[src/rtl/mem_stage_ctrl_pkg.sv]
// mem_stage_ctrl_pkg: shared MEM-stage types, state encoding and writeback constants
package mem_stage_ctrl_pkg;
  typedef enum logic [1:0] {IDLE, WAIT, HALTED} state_e;
  typedef struct packed {
    logic [15:0] data;
    logic [2:0]  writereg;
    logic        regwrite;
    logic        halt;
  } wb_t;
  localparam wb_t WB_BUBBLE = '0;
  localparam wb_t WB_HALTED = '{data: 16'h0, writereg: 3'd0, regwrite: 1'b0, halt: 1'b1};
  function automatic logic [15:0] wb_data_sel(
    input logic        jumpl,
    input logic        rd_cap,
    input logic [15:0] pc_incr,
    input logic [15:0] rdata,
    input logic [15:0] alu_out
  );
    return jumpl ? pc_incr : rd_cap ? rdata : alu_out;
  endfunction
endpackage

[src/rtl/mem_stage_ctrl_pipe_memory.sv]
// pipe_memory: MEM/WB register, loads a bubble when stalled and the halt marker once halted
module pipe_memory
  import mem_stage_ctrl_pkg::*;
(
  input  logic clk,
  input  logic rst,
  input  logic en,
  input  logic stall,
  input  logic halted,
  input  wb_t  ex_wb,
  output wb_t  wb
);
  wb_t wb_d, wb_q;
  // choose halt marker, bubble or live EX/MEM data for the next writeback
  always_comb wb_d = halted ? WB_HALTED : stall ? WB_BUBBLE : ex_wb;
  // enabled register with async active-low clear
  always_ff @(posedge clk or negedge rst)
    if (!rst) wb_q <= WB_BUBBLE;
    else if (en) wb_q <= wb_d;
  assign wb = wb_q;
endmodule

[src/rtl/mem_stage_ctrl.sv]
// mem_stage_ctrl: MEM pipeline stage sequencing data-memory accesses, stalls and halt
module mem_stage_ctrl
  import mem_stage_ctrl_pkg::*;
#(
  parameter int STALL_CNT_W = 16
) (
  input  logic                   clk,
  input  logic                   rst,
  input  logic [15:0]            ex_ALU_out,
  input  logic [15:0]            ex_PC_incr,
  input  logic [15:0]            ex_mem_write_data,
  input  logic                   ex_mem_read,
  input  logic                   ex_mem_write,
  input  logic                   ex_memtoreg,
  input  logic                   ex_regwrite,
  input  logic                   ex_jumpl,
  input  logic                   ex_halt,
  input  logic [2:0]             ex_writereg,
  output logic                   dmem_req,
  output logic                   dmem_we,
  output logic [15:0]            dmem_addr,
  output logic [15:0]            dmem_wdata,
  input  logic                   dmem_ack,
  input  logic [15:0]            dmem_rdata,
  output logic                   stall,
  output logic [15:0]            wb_data,
  output logic [2:0]             wb_writereg,
  output logic                   wb_regwrite,
  output logic                   wb_halt,
  output logic [STALL_CNT_W-1:0] perf_stall_cnt
);
  state_e                 state_q, state_d;
  logic [STALL_CNT_W-1:0] cnt_q, cnt_d;
  logic                   access, rd_cap, halted;
  wb_t                    ex_wb, wb;
  // memory request and stall; a simultaneous read+write is treated as a write
  always_comb begin
    access     = ex_mem_read | ex_mem_write;
    rd_cap     = ex_memtoreg & ex_mem_read & ~ex_mem_write;
    halted     = state_q == HALTED;
    dmem_req   = (state_q == IDLE & access) | state_q == WAIT;
    dmem_we    = ex_mem_write;
    dmem_addr  = ex_ALU_out;
    dmem_wdata = ex_mem_write_data;
    stall      = halted | (dmem_req & ~dmem_ack);
    ex_wb      = '{data: wb_data_sel(ex_jumpl, rd_cap, ex_PC_incr, dmem_rdata, ex_ALU_out),
                   writereg: ex_writereg, regwrite: ex_regwrite, halt: ex_halt};
  end
  // next state and saturating stall counter; halted cycles are not counted
  always_comb begin
    state_d = halted ? HALTED : (!stall && ex_halt) ? HALTED : stall ? WAIT : IDLE;
    cnt_d   = (stall && !halted && !(&cnt_q)) ? cnt_q + 1'b1 : cnt_q;
  end
  // state and counter registers
  always_ff @(posedge clk or negedge rst)
    if (!rst) begin
      state_q <= IDLE;
      cnt_q   <= '0;
    end else begin
      state_q <= state_d;
      cnt_q   <= cnt_d;
    end
  pipe_memory u_pipe_memory (
    .clk   (clk),
    .rst   (rst),
    .en    (1'b1),
    .stall (stall),
    .halted(halted),
    .ex_wb (ex_wb),
    .wb    (wb)
  );
  assign wb_data        = wb.data;
  assign wb_writereg    = wb.writereg;
  assign wb_regwrite    = wb.regwrite;
  assign wb_halt        = wb.halt;
  assign perf_stall_cnt = cnt_q;
endmodule

[config.mk]
export PLATFORM = sky130hd
export DESIGN_NAME = mem_stage_ctrl
export DESIGN_NICKNAME = d
export VERILOG_FILES = /design/src/rtl/mem_stage_ctrl_pkg.sv /design/src/rtl/mem_stage_ctrl_pipe_memory.sv /design/src/rtl/mem_stage_ctrl.sv
export SDC_FILE = /design/constraint.sdc
export NUM_CORES = 1
export LEC_CHECK = 0
export ABC_AREA = 1
export BUFFER_PORTS_ARGS = -buffer_cell sky130_fd_sc_hd__buf_2
export CAP_MARGIN = 10
export CORE_MARGIN = 4
export CORE_UTILIZATION = 48
export CTS_BUF_LIST = sky130_fd_sc_hd__clkbuf_8
export DETAILED_ROUTE_END_ITERATION = 8
export PLACE_DENSITY = 0.89
export SLEW_MARGIN = 20
export SYNTH_ARGS = -nofsm -noshare
export SYNTH_HDL_FRONTEND = slang
export SYNTH_SLANG_ARGS = --single-unit
[constraint.sdc]
create_clock -name clk -period 2.4 [get_ports clk]
set_input_delay 0.48 -clock clk [delete_from_list [all_inputs] [get_ports clk]]
set_output_delay 0.48 -clock clk [all_outputs]
set_load 0.03 [all_outputs]
# Word-level counts from Yosys, hierarchy flattened
# Cells that the tools add are included.
[totals]
register_bits = 39
inputBits = 76
[op_classes]
eq_ne = 2
muxes = 7
addsub = 1
bitwise = 9
n_reduce_logical = 8
[op_table]
columns = ["op", "n"]
rows = [
  ["$mux 21", 2],
  ["$mux 16", 2],
  ["$add 16x1->16 const B", 1],
  ["$reduce_and 16->1", 1],
  ["$and 1x1->1", 4],
  ["$mux 2", 2],
  ["$logic_and 1x1->1", 3],
  ["$logic_not 1->1", 3],
  ["$or 1x1->1", 3],
  ["$eq 2x1->1 const B", 1],
  ["$eq 2x2->1 const B", 1],
  ["$logic_not 2->1", 1],
  ["$not 1->1", 2],
  ["$mux 1", 1],
]

# Depth between registers and ports, before layout
[logic_depth]
ltp_word = 9
depth_mapped = 9
depth_no_buf = 9

# By module
# A second synthesis with hierarchy kept.
[hier_totals]
hier_cells = 367
hier_area_um2 = 2622.5
[modules_own_cells]
columns = ["mod", "cells_each", "seq_area_each_um2", "n_inst", "area_each_um2"]
rows = [
  ["mem_stage_ctrl", 270, 450.4, 1, 1757.9],
  ["pipe_memory", 97, 525.5, 1, 864.6],
]

# Least setup slack after synthesis
# OpenSTA, ideal clock, no wires.
[synth_timing]
path_kind = "register to output"
startpoint = "register state_q[1]"
endpoint = "output stall"
arrival_time_ps = 1257
n_path_buf = 1
setup_slack_ps = 663
path_stages_with_launch = 5
path_cell_list = "dfrtp_1 > a21oi_4 > nand2_4 > nand2_1 > buf_2"
[synth_between]
elab_chain_len = 5
elab_cells_between_ends = 7
classes_between = "eq/ne: 2; bitwise: 4; reduce/logical: 1"
[synth_rtl]
columns = ["element", "line_no", "rtl"]
rows = [
  ["start, declared", "mem_stage_ctrl.sv:32", "state_e state_q, state_d;"],
  ["start signal, assigned", "mem_stage_ctrl.sv:60", "state_q <= state_d;"],
  ["$logic_not 2->1", "mem_stage_ctrl.sv:41", "dmem_req = (state_q == IDLE & access) | state_q == WAIT;"],
  ["$and 1x1->1", "mem_stage_ctrl.sv:41", ""],
  ["$or 1x1->1 *", "mem_stage_ctrl.sv:41", ""],
  ["named net dmem_req", "mem_stage_ctrl.sv:19", "output logic dmem_req,"],
  ["$and 1x1->1 *", "mem_stage_ctrl.sv:45", "stall = halted | (dmem_req & ~dmem_ack);"],
  ["$or 1x1->1 *", "mem_stage_ctrl.sv:45", ""],
  ["end, declared", "mem_stage_ctrl.sv:25", "output logic stall,"],
]
# The timed path passes the listed nets; every way through them passes the cells marked *.

# Final worst setup path
[layout_timing]
startpoint = "register cnt_q[0], in the netlist perf_stall_cnt[0]"
endpoint = "register cnt_q[6], in the netlist perf_stall_cnt[6]"
[layout_between]
elab_chain_len = 3
elab_cells_between_ends = 4
classes_between = "add/sub: 1; reduce/logical: 3"
[layout_rtl]
columns = ["element", "line_no", "rtl"]
rows = [
  ["start, declared", "mem_stage_ctrl.sv:33", "logic [STALL_CNT_W-1:0] cnt_q, cnt_d;"],
  ["start signal, assigned", "mem_stage_ctrl.sv:61", "cnt_q <= cnt_d;"],
  ["parallel branches: the longest is 3 deep, another holds $add 16x1->16", "n/a", ""],
]
# Several ways; the timed one is not identified.
# A chain may end at the register's enable or synchronous reset.

==> results_dict.tcl <==
set metrics [dict create \
    fin_tns_setup_ps 0 \
    critical_path.n_buffers_inverters 2 \
    port-buffer-count 115 \
    synth_fa_ha_area_share_pct 0.531 \
    synth_most_common_cell "sky130_fd_sc_hd__nand2_1" \
    num_antenna_cells 0 \
    worstSetupStartpointType "flop" \
    ctsHtreeMaxLevel 2 \
    ys_ff_latch 38 \
    vias 2188 \
    area_fraction_in_compound_gates_after_synthesis_pct 11.9 \
    seq_area_frac_synth_pct 40.3 \
    grt_antenna_before_repair 0 \
    reg2reg_slack_ps 570 \
    core_area_sq_um 4750 \
    clkSinkCount 38 \
    drt_first_pass_iters 4 \
    timing.reg2reg.worst_path_depth 9 \
    synth.top_cell.area_share_pct 40.3 \
    grt_start_max_net_pins 39 \
    hold_class "input pin to asynchronous set/reset pin" \
    synthArstFlopShare_pct 100 \
    synthesis.instances 310 \
    initial_utilization_pct 49.6 \
    initialDrtViolationCount 81 \
    ant_nets 0 \
    vdd_drop_max_v 0.000241 \
    clock-skew-final_ps 6.98 \
    avgViaCountPerCell 4.76 \
    max_stage_delay_ps 430 \
    ys_types 26 \
    yosys_warnings 0 \
    timing.critical_path.mode_cell "sky130_fd_sc_hd__nand2_1" \
    clock_tree_root_driver_cell "sky130_fd_sc_hd__clkbuf_8" \
    timing.rr.end "perf_stall_cnt[6]$_DFFE_PN0P_" \
    ctsHoldBuffers 0 \
    timing_hold_violations_final 0 \
    fin_crit_sh_pct 76.3 \
    cts_post_setup_buffers_inserted 0 \
    maxCapViolCount 0 \
    synth_top_cell_by_area "sky130_fd_sc_hd__dfrtp_1" \
    finalCriticalPeriod_ps 1830 \
    avgSynthCellArea_sq_um 7.61 \
    placed_cell_area_sq_um 2730 \
    top_level_ports 148 \
    nFillCells 440 \
    synth_top_cells_by_area "sky130_fd_sc_hd__dfrtp_1, sky130_fd_sc_hd__nand2_1, sky130_fd_sc_hd__buf_4, sky130_fd_sc_hd__inv_1, sky130_fd_sc_hd__o211ai_1" \
    total_leakage_power_nw 1.68 \
    cts-root-to-sink-buffers 2 \
    synth_mux_area_share_pct 0 \
    num-nets-final 469 \
    timing.rr.start "perf_stall_cnt[0]$_DFFE_PN0P_" \
    critical_path.cell_chain "ha_1 > nand3_2 > inv_2 > nand2_4 > nor2_4 > nor2_2 > buf_4 > nand2_1 > nand2_1" \
    grt_overflow 0 \
    worstPathMaxFanout 13 \
    postSynthNetCount 387 \
    start_to_end_type_of_the_worst_setup_path "flop to flop" \
    setup.worst_path.start "perf_stall_cnt[0]$_DFFE_PN0P_" \
    maxClockFrequency_mhz 546 \
    clock_slew_at_reported_path_ffs_ps 80 \
    die_height_um 78.1 \
    flow.area_growth_from_synthesis_pct 20.4 \
    post_route_cell_area_sq_um 2840 \
    rsz0062_at_grt "false" \
    routed_wirelength_normalized_by_instance_count_um 12.6 \
    worst_skew_pair.late_latency_ps 280 \
    worst-path-stages 9 \
    remaining_drcs 0 \
    crit_arrival_ps 2060 \
    power_density_nw_per_um2 520 \
    setup-violations-final 0 \
    synth_simple_gate_area_share_pct 26.3 \
    post_cts_resize_count 0 \
    globalplace.congestion 0.806 \
    yosys_most_used_dff "sky130_fd_sc_hd__dfrtp_1" \
    crit_family "simple AND/OR/NAND/NOR gates" \
    std_cell_rows 25 \
    grtUsageTotal_pct 19.0 \
    die_outline_area_sq_um 6100 \
    dominant_combinational_cell_family_by_area_after_synthesis "simple AND/OR/NAND/NOR gates" \
    detail_route.wirelength_um 5820 \
    post_synth_instance_area_sq_um 2360 \
    crit_slowest_cell "sky130_fd_sc_hd__dfrtp_1" \
    tritoncts_clock_tree "yes" \
    die-width_um 78.1 \
    synth-xor-area-share_pct 1.86 \
    cp-endpoint "perf_stall_cnt[6]$_DFFE_PN0P_" \
    edff_count_synth 0 \
    synth_common_cells "sky130_fd_sc_hd__nand2_1, sky130_fd_sc_hd__dfrtp_1, sky130_fd_sc_hd__inv_1" \
    tritoncts.num_buffers 5 \
    tightestPinTransition_ps 858 \
    crit_required_ps 2630 \
    grt_first_pass_wirelength_um 9230 \
    setup.worst_path.end_class "flop" \
    slew_viol_final 0 \
    first_global_vias 2027 \
    drive_gt1_share_pct 37.9 \
    status "complete, no violations" \
    dp_hpwl_um 4620 \
    maxSlewHeadroom_pct 42.8 \
]
[state kept, by name, summed over array words and instances, names as in the netlist]
register	flops
u_pipe_memory.wb	20
perf_stall_cnt	16
state_q	2
[worst reg2reg max path: stages (launching register included)]
cell	delay, ps
sky130_fd_sc_hd__dfrtp_1	430
sky130_fd_sc_hd__ha_1	250
sky130_fd_sc_hd__nand3_2	120
sky130_fd_sc_hd__inv_2	60
sky130_fd_sc_hd__nand2_4	80
sky130_fd_sc_hd__nor2_4	50
sky130_fd_sc_hd__nor2_2	310
sky130_fd_sc_hd__buf_4	310
sky130_fd_sc_hd__nand2_1	100
sky130_fd_sc_hd__nand2_1	80
[worst min-delay path by stage]
stage / depth (start not counted) / startpoint / slack (ps) / endpoint
CTS: 1 / rst / 330 / perf_stall_cnt[3]$_DFFE_PN0P_
finish: 1 / rst / 300 / perf_stall_cnt[3]$_DFFE_PN0P_
floorplan: 0 / rst / 180 / perf_stall_cnt[0]$_DFFE_PN0P_
detailed placement: 2 / perf_stall_cnt[15]$_DFFE_PN0P_ / 540 / perf_stall_cnt[15]$_DFFE_PN0P_
global placement: 2 / perf_stall_cnt[1]$_DFFE_PN0P_ / 520 / perf_stall_cnt[1]$_DFFE_PN0P_
global route: 1 / rst / 360 / perf_stall_cnt[3]$_DFFE_PN0P_
[cells by family after synthesis]
| logic type | Yosys count |
|---|---|
| xor+xnor | 5 |
| flops | 38 |
| simple gates | 143 |
| compound gates | 42 |
| buf+inv | 81 |
| fa+ha+maj | 1 |
[layout by cell type (no fill, tap or decap), types with 5 or more instances in the layout]
cell type and instances:
sky130_fd_sc_hd__nand2_2 8, sky130_fd_sc_hd__a21oi_1 16, sky130_fd_sc_hd__o211ai_1 16, sky130_fd_sc_hd__buf_2 115, sky130_fd_sc_hd__inv_1 37, sky130_fd_sc_hd__xor2_1 5, sky130_fd_sc_hd__o21ai_2 5, sky130_fd_sc_hd__nand3_1 7
sky130_fd_sc_hd__clkbuf_8 5, sky130_fd_sc_hd__nand2_1 98, sky130_fd_sc_hd__dfrtp_1 38, sky130_fd_sc_hd__nor2_1 18
[power by group]
| part | switching (W) | leakage (nW) | total [W] | internal [W] |
|---|---|---|---|---|
| Combinational | 0.000175 | 1.10 | 0.000272 | 0.0000968 |
| Clock | 0.000217 | 0.0607 | 0.000520 | 0.000303 |
| Sequential | 0.0000252 | 0.515 | 0.000684 | 0.000659 |
| Total | 0.000417 | 1.68 | 0.00148 | 0.00106 |
[per-layer routing]
| metal | vias to the layer above | share of wire, % | track usage (%) |
|---|---|---|---|
| met2 | 86 | 52 | 35.0 |
| met4 | 0 | 0.65 | 4.37 |
| met1 | 1003 | 40 | 22.1 |
| met5 | - | 0 | 0 |
| met3 | 4 | 7.2 | 4.82 |
| li1 | 1095 | - | - |
[area by class of cell]
| class | instances | area, sq um | area share (%) |
|---|---|---|---|
| Multi-Input combinational cell | 191 | 957 | 33.7 |
| Inverter | 38 | 144 | 5.07 |
| Timing Repair Buffer | 118 | 598 | 21.1 |
| Clock buffer | 5 | 68.8 | 2.42 |
| Clock inverter | 3 | 37.5 | 1.32 |
| Tap cell | 67 | 83.8 | 2.95 |
| Sequential cell | 38 | 951 | 33.5 |
[per-stage QoR]
step / power (W) / hold WS (ps) / setup WS (ps) / utilization, % / std cells
2_1_floorplan: 0.000926 / 184 / 663 / - / 310
6_report: 0.00148 / 301 / 568 / 59.7 / 460
4_1_cts: 0.00149 / 325 / 563 / 59.7 / 460
3_5_place_dp: 0.000971 / 543 / 590 / 57.5 / 452
3_3_place_gp: 0.000964 / 520 / 689 / 57.5 / 452
5_1_grt: 0.00155 / 361 / 406 / 59.7 / 460
Note: power is estimated with default switching activity, not from simulation.
